===== config.mk =====
export PLATFORM = sky130hd
export DESIGN_NAME = unsigned_pipelined_fixed_point_subtractor
export DESIGN_NICKNAME = d
export VERILOG_FILES = /design/src/rtl/fixed_point_pkg.sv /design/src/rtl/fp_sub_stage.sv /design/src/rtl/unsigned_pipelined_fixed_point_subtractor.sv
export SDC_FILE = /design/constraint.sdc
export NUM_CORES = 1
export LEC_CHECK = 0
export BUFFER_PORTS_ARGS = -buffer_cell sky130_fd_sc_hd__buf_2
export CAP_MARGIN = 0
export CORE_MARGIN = 10
export CORE_UTILIZATION = 40
export CTS_CLUSTER_SIZE = 8
export DETAILED_ROUTE_END_ITERATION = 10
export SLEW_MARGIN = 20
export SYNTH_ARGS = -nofsm -noshare
export SYNTH_HDL_FRONTEND = slang
export SYNTH_HIERARCHICAL = 1
export SYNTH_SLANG_ARGS = --single-unit

===== constraint.sdc =====
create_clock -name clk -period 2.48 [get_ports clk]
set_input_delay 0.496 -clock clk [delete_from_list [all_inputs] [get_ports clk]]
set_output_delay 0.496 -clock clk [all_outputs]
set_load 0.03 [all_outputs]

===== src/rtl/fixed_point_pkg.sv =====
// Shared Q4.4 fixed-point definitions for the datapath library.
// Operand type, default split point and a real-valued view helper.
package fixed_point_pkg;

  localparam int WIDTH_DEF = 8;
  localparam int FRAC_DEF  = 4;

  typedef logic [7:0] q4_4_t;

  function automatic real to_real(input q4_4_t v);
    return real'(v) / 16.0;
  endfunction

endpackage


===== src/rtl/fp_sub_stage.sv =====
// Registered subtract slice: d = a - b - bin with borrow-out.
// Loads on en; holds otherwise, so a stalled stage keeps its contents.
module fp_sub_stage #(
  parameter int W = 4
) (
  input  logic         clk,
  input  logic         rst_n,
  input  logic         en,
  input  logic         valid_in,
  input  logic [W-1:0] a,
  input  logic [W-1:0] b,
  input  logic         bin,
  output logic [W-1:0] d,
  output logic         bout,
  output logic         valid
);

  logic [W:0] full;

  // Extra top bit of the widened difference is the borrow-out
  assign full = {1'b0, a} - {1'b0, b} - {{W{1'b0}}, bin};

  always_ff @(posedge clk or negedge rst_n) begin
    if (!rst_n) begin
      d     <= '0;
      bout  <= 1'b0;
      valid <= 1'b0;
    end else if (en) begin
      d     <= full[W-1:0];
      bout  <= full[W];
      valid <= valid_in;
    end
  end

endmodule


===== src/rtl/unsigned_pipelined_fixed_point_subtractor.sv =====
// Two-stage unsigned Q4.4 subtractor with valid/ready on both sides.
// Low slice first, high slice consumes its registered borrow.
module unsigned_pipelined_fixed_point_subtractor
  import fixed_point_pkg::*;
#(
  parameter int WIDTH    = WIDTH_DEF,
  parameter int FRAC     = FRAC_DEF,
  parameter bit SATURATE = 1'b1
) (
  input  logic             clk,
  input  logic             rst_n,
  input  logic             in_valid,
  output logic             in_ready,
  input  logic [WIDTH-1:0] A,
  input  logic [WIDTH-1:0] B,
  output logic             out_valid,
  input  logic             out_ready,
  output logic [WIDTH-1:0] Diff,
  output logic             Borrow
);

  localparam int HI = WIDTH - FRAC;

  logic            adv1;
  logic            adv2;
  logic            s1_valid;
  logic [FRAC-1:0] lo_d1;
  logic [FRAC-1:0] lo_d2;
  logic            lo_b1;
  logic [HI-1:0]   a_hi1;
  logic [HI-1:0]   b_hi1;
  logic [HI-1:0]   hi_d2;

  assign adv2     = !out_valid || out_ready;
  assign adv1     = !s1_valid || adv2;
  assign in_ready = adv1;

  fp_sub_stage #(.W(FRAC)) u_lo (
    .clk      (clk),
    .rst_n    (rst_n),
    .en       (adv1),
    .valid_in (in_valid),
    .a        (A[FRAC-1:0]),
    .b        (B[FRAC-1:0]),
    .bin      (1'b0),
    .d        (lo_d1),
    .bout     (lo_b1),
    .valid    (s1_valid)
  );

  always_ff @(posedge clk or negedge rst_n) begin
    if (!rst_n) begin
      a_hi1 <= '0;
      b_hi1 <= '0;
    end else if (adv1) begin
      a_hi1 <= A[WIDTH-1:FRAC];
      b_hi1 <= B[WIDTH-1:FRAC];
    end
  end

  always_ff @(posedge clk or negedge rst_n) begin
    if (!rst_n) begin
      lo_d2 <= '0;
    end else if (adv2) begin
      lo_d2 <= lo_d1;
    end
  end

  fp_sub_stage #(.W(HI)) u_hi (
    .clk      (clk),
    .rst_n    (rst_n),
    .en       (adv2),
    .valid_in (s1_valid),
    .a        (a_hi1),
    .b        (b_hi1),
    .bin      (lo_b1),
    .d        (hi_d2),
    .bout     (Borrow),
    .valid    (out_valid)
  );

  // Clamp sits after the register, so it holds with the stalled result
  assign Diff = (SATURATE && Borrow) ? '0 : {hi_d2, lo_d2};

endmodule


==> impl_results.md <==
- Status: complete, no violations
- Std cell rows: 22
- Fin. Hold Viols: 0
- Syn Inst Count: 125
- Slew Viols, Final: 0
- Initial DRC count: 49
- Crit-path cells: fa_1, fa_1, nand2b_4, a2111oi_4, nand3b_1
- Clock Sinks: 24
- Root buffer cell: clkbuf_8
- Die height: 81.06 um
- CP delay by family, top: adder cells
- Most frequent cells in the layout: buf_2, dfrtp_1, inv_1
- RSZ-0062 raised after global routing: false
- Netlist cell types: 31
- Total Wirelength: 2.724 mm
- CTS Buffer Depth: 2
- Crit Path Class: flop to flop
- Critical Path AT: 2.21 ns
- Placed cells: 200
- Max Cap Viol: 0
- Cell taking the most area after synthesis: dfrtp_1
- CP max stage cell: fa_1
- Fmax: 0.4989 GHz
- Core area: 0.003633 sq mm
- # resized after CTS: 0
- P&R area growth vs syn: 17.03%
- Commonest non-fill, non-tap cell in the layout: buf_2
- Syn_nets: 161
- Hpwl dp: 2.229 mm
- # nets final: 193
- Die Width: 81.06 um
- I/O pin count: 31
- Setup TNS: 0 ns
- TritonCTS buffer count: 3
- Buf/Inv on CP: 0
- Largest net degree at the start of global routing: 25
- Pre-Repair DR Iteration Count: 4
- Worst Hold Class: input port to async pin
- Vias per Instance: 4.716
- Fin crit share: 0.8082
- Syn_area_per_cell: 11.93 sq um
- Crit path time final: 2.004 ns
- VDD IR max: 0.0002263 V
- Cell mode on critical path: fa_1
- Leakage Power: 0.8816 nW
- CTS Hold Bufs: 0
- Reg clk slew, reported paths: 0.08 ns
- Drt drc: 0
- GP Congestion: 0.7396
- Ranking of synthesized cells by area: dfrtp_1, ha_1, mux2_4
- CP Capture Type: flop
- Sequential fraction of the synthesis area: 0.4027
- Fin cells: 204
- Clock Skew: 0.003254 ns
- Crit-path max FO: 3
- Number of port buffers: 30
- H-tree Lvls: 1
- Ant. Diodes: 0
- GRT Total Usage: 0.08973
- Startpoint Class: flop
- Via count: 962
- Starting density of the core: 0.4105
- Synth top area share: 0.4027
- Netlist Area Pre-Place: 0.001491 sq mm
- CP peak stage delay: 0.48 ns
- #FFs+latches synth: 24
- Total gr overflow: 0
- CTS tree: built
- Initial antenna violation count: 0
- Post-CTS Setup Bufs: 0
- ANT nets after route: 0
- Number of global-route vias before repair: 1006
- Layout cell share with drive strength beyond 1: 0.3526
- Later-pin clock latency in the skew report: 0.27 ns
- CP required: 2.69 ns
- First-pass GRT wire length: 4.623 mm
- Flop-to-flop setup slack: 0.48 ns
- Least-Margin Pin Slew: 0.5364 ns
- Pwr per Cell Area: 818.4 mW/mm^2
- Die area: 0.006571 sq mm
- YS warnings: 6
- Max_slew headroom: 0.6424
- Endpoints failing setup: 0
- Avg WL per Cell: 13.35 um
## synth_stat cells, drive strengths merged
library cell	count
conb	1
clkbuf	1
mux2	16
o21ai	2
nor2	4
a21oi	4
buf	3
nand2b	5
a31oi	2
nand3b	3
nor2b	10
o31ai	2
nand2	2
dfrtp	24
nand4	2
a2111oi	2
and3b	2
inv	18
a21boi	2
and3	2
fa	4
xnor2	2
ha	12
## power by group
| group | switching (mW) | internal (mW) |
|---|---|---|
| clock network | 0.127 | 0.216 |
| logic | 0.311 | 0.233 |
| registers | 0.0623 | 0.479 |
| total | 0.500 | 0.928 |
## area by class of cell
class	instances	area [sq um]
Fill cell	351	1888
Multi-Input combinational cell	79	785.8
Sequential cell	24	600.6
Timing Repair Buffer	31	157.7
Inverter	18	70.07
Tap cell	48	60.06
Clock buffer	3	41.29
Clock inverter	1	30.03
## worst register-to-register path, stage by stage, from the launching register on
cell and delay (ns):
dfrtp_1 0.41, fa_1 0.48, fa_1 0.41, nand2b_4 0.18, a2111oi_4 0.33, nand3b_1 0.14
## per-stage QoR
| stage | worst slack (ns) | utilization | total power, mW | hold WS (ns) | instance area [sq um] |
|---|---|---|---|---|---|
| floorplan | 0.4794 | - | 0.9569 | 0.2004 | 1491 |
| global placement | 0.3423 | 0.4607 | 1.087 | 0.4615 | 1674 |
| global route | 0.3644 | 0.4804 | 1.524 | 0.2339 | 1745 |
| detailed placement | 0.3039 | 0.4607 | 1.105 | 0.4665 | 1674 |
| CTS | 0.4617 | 0.4804 | 1.452 | 0.2144 | 1745 |
| finish | 0.4757 | 0.4804 | 1.428 | 0.1971 | 1745 |
## cells by family (layout without fill, tap and decap cells)
group           after synthesis  count (layout)  share of synthesized area
buf+inv                      22              53                    0.07047
fa+ha+maj                    16              16                     0.1544
compound gates               14              14                    0.08556
other cells                   1               1                   0.002514
mux                          16              16                     0.1409
flops                        24              24                     0.4027
xor+xnor                      2               2                    0.01175
simple gates                 30              30                     0.1317
## state kept, by name (all words and copies together), names as in the netlist
signal      flops
a_hi1           4
b_hi1           4
lo_d2           4
u_hi/bout       1
u_hi/d          4
u_hi/valid      1
u_lo/bout       1
u_lo/d          4
u_lo/valid      1
## path summary, 6_finish.rpt
path	cells past startpoint	from	end
min in group clk	2	B[6]	b_hi1[2]
worst min-delay path	1	rst_n	a_hi1[0]
worst min register to register	1	u_hi/d[1]	u_hi/d[1]
worst max register to register	5	a_hi1[0]	u_hi/bout
max in group asynchronous	1	rst_n	lo_d2[0]
worst max-delay path	5	a_hi1[0]	u_hi/bout
## layer usage
layer / vias to the layer above / global-route usage / routed length, um
met5: - / 0 / 0
met4: 0 / 0.05190 / 72
met3: 5 / 0.01435 / 95
met2: 20 / 0.1545 / 1396
met1: 461 / 0.1031 / 1158
li1: 476 / - / -
(Power assumes the default switching activity.)
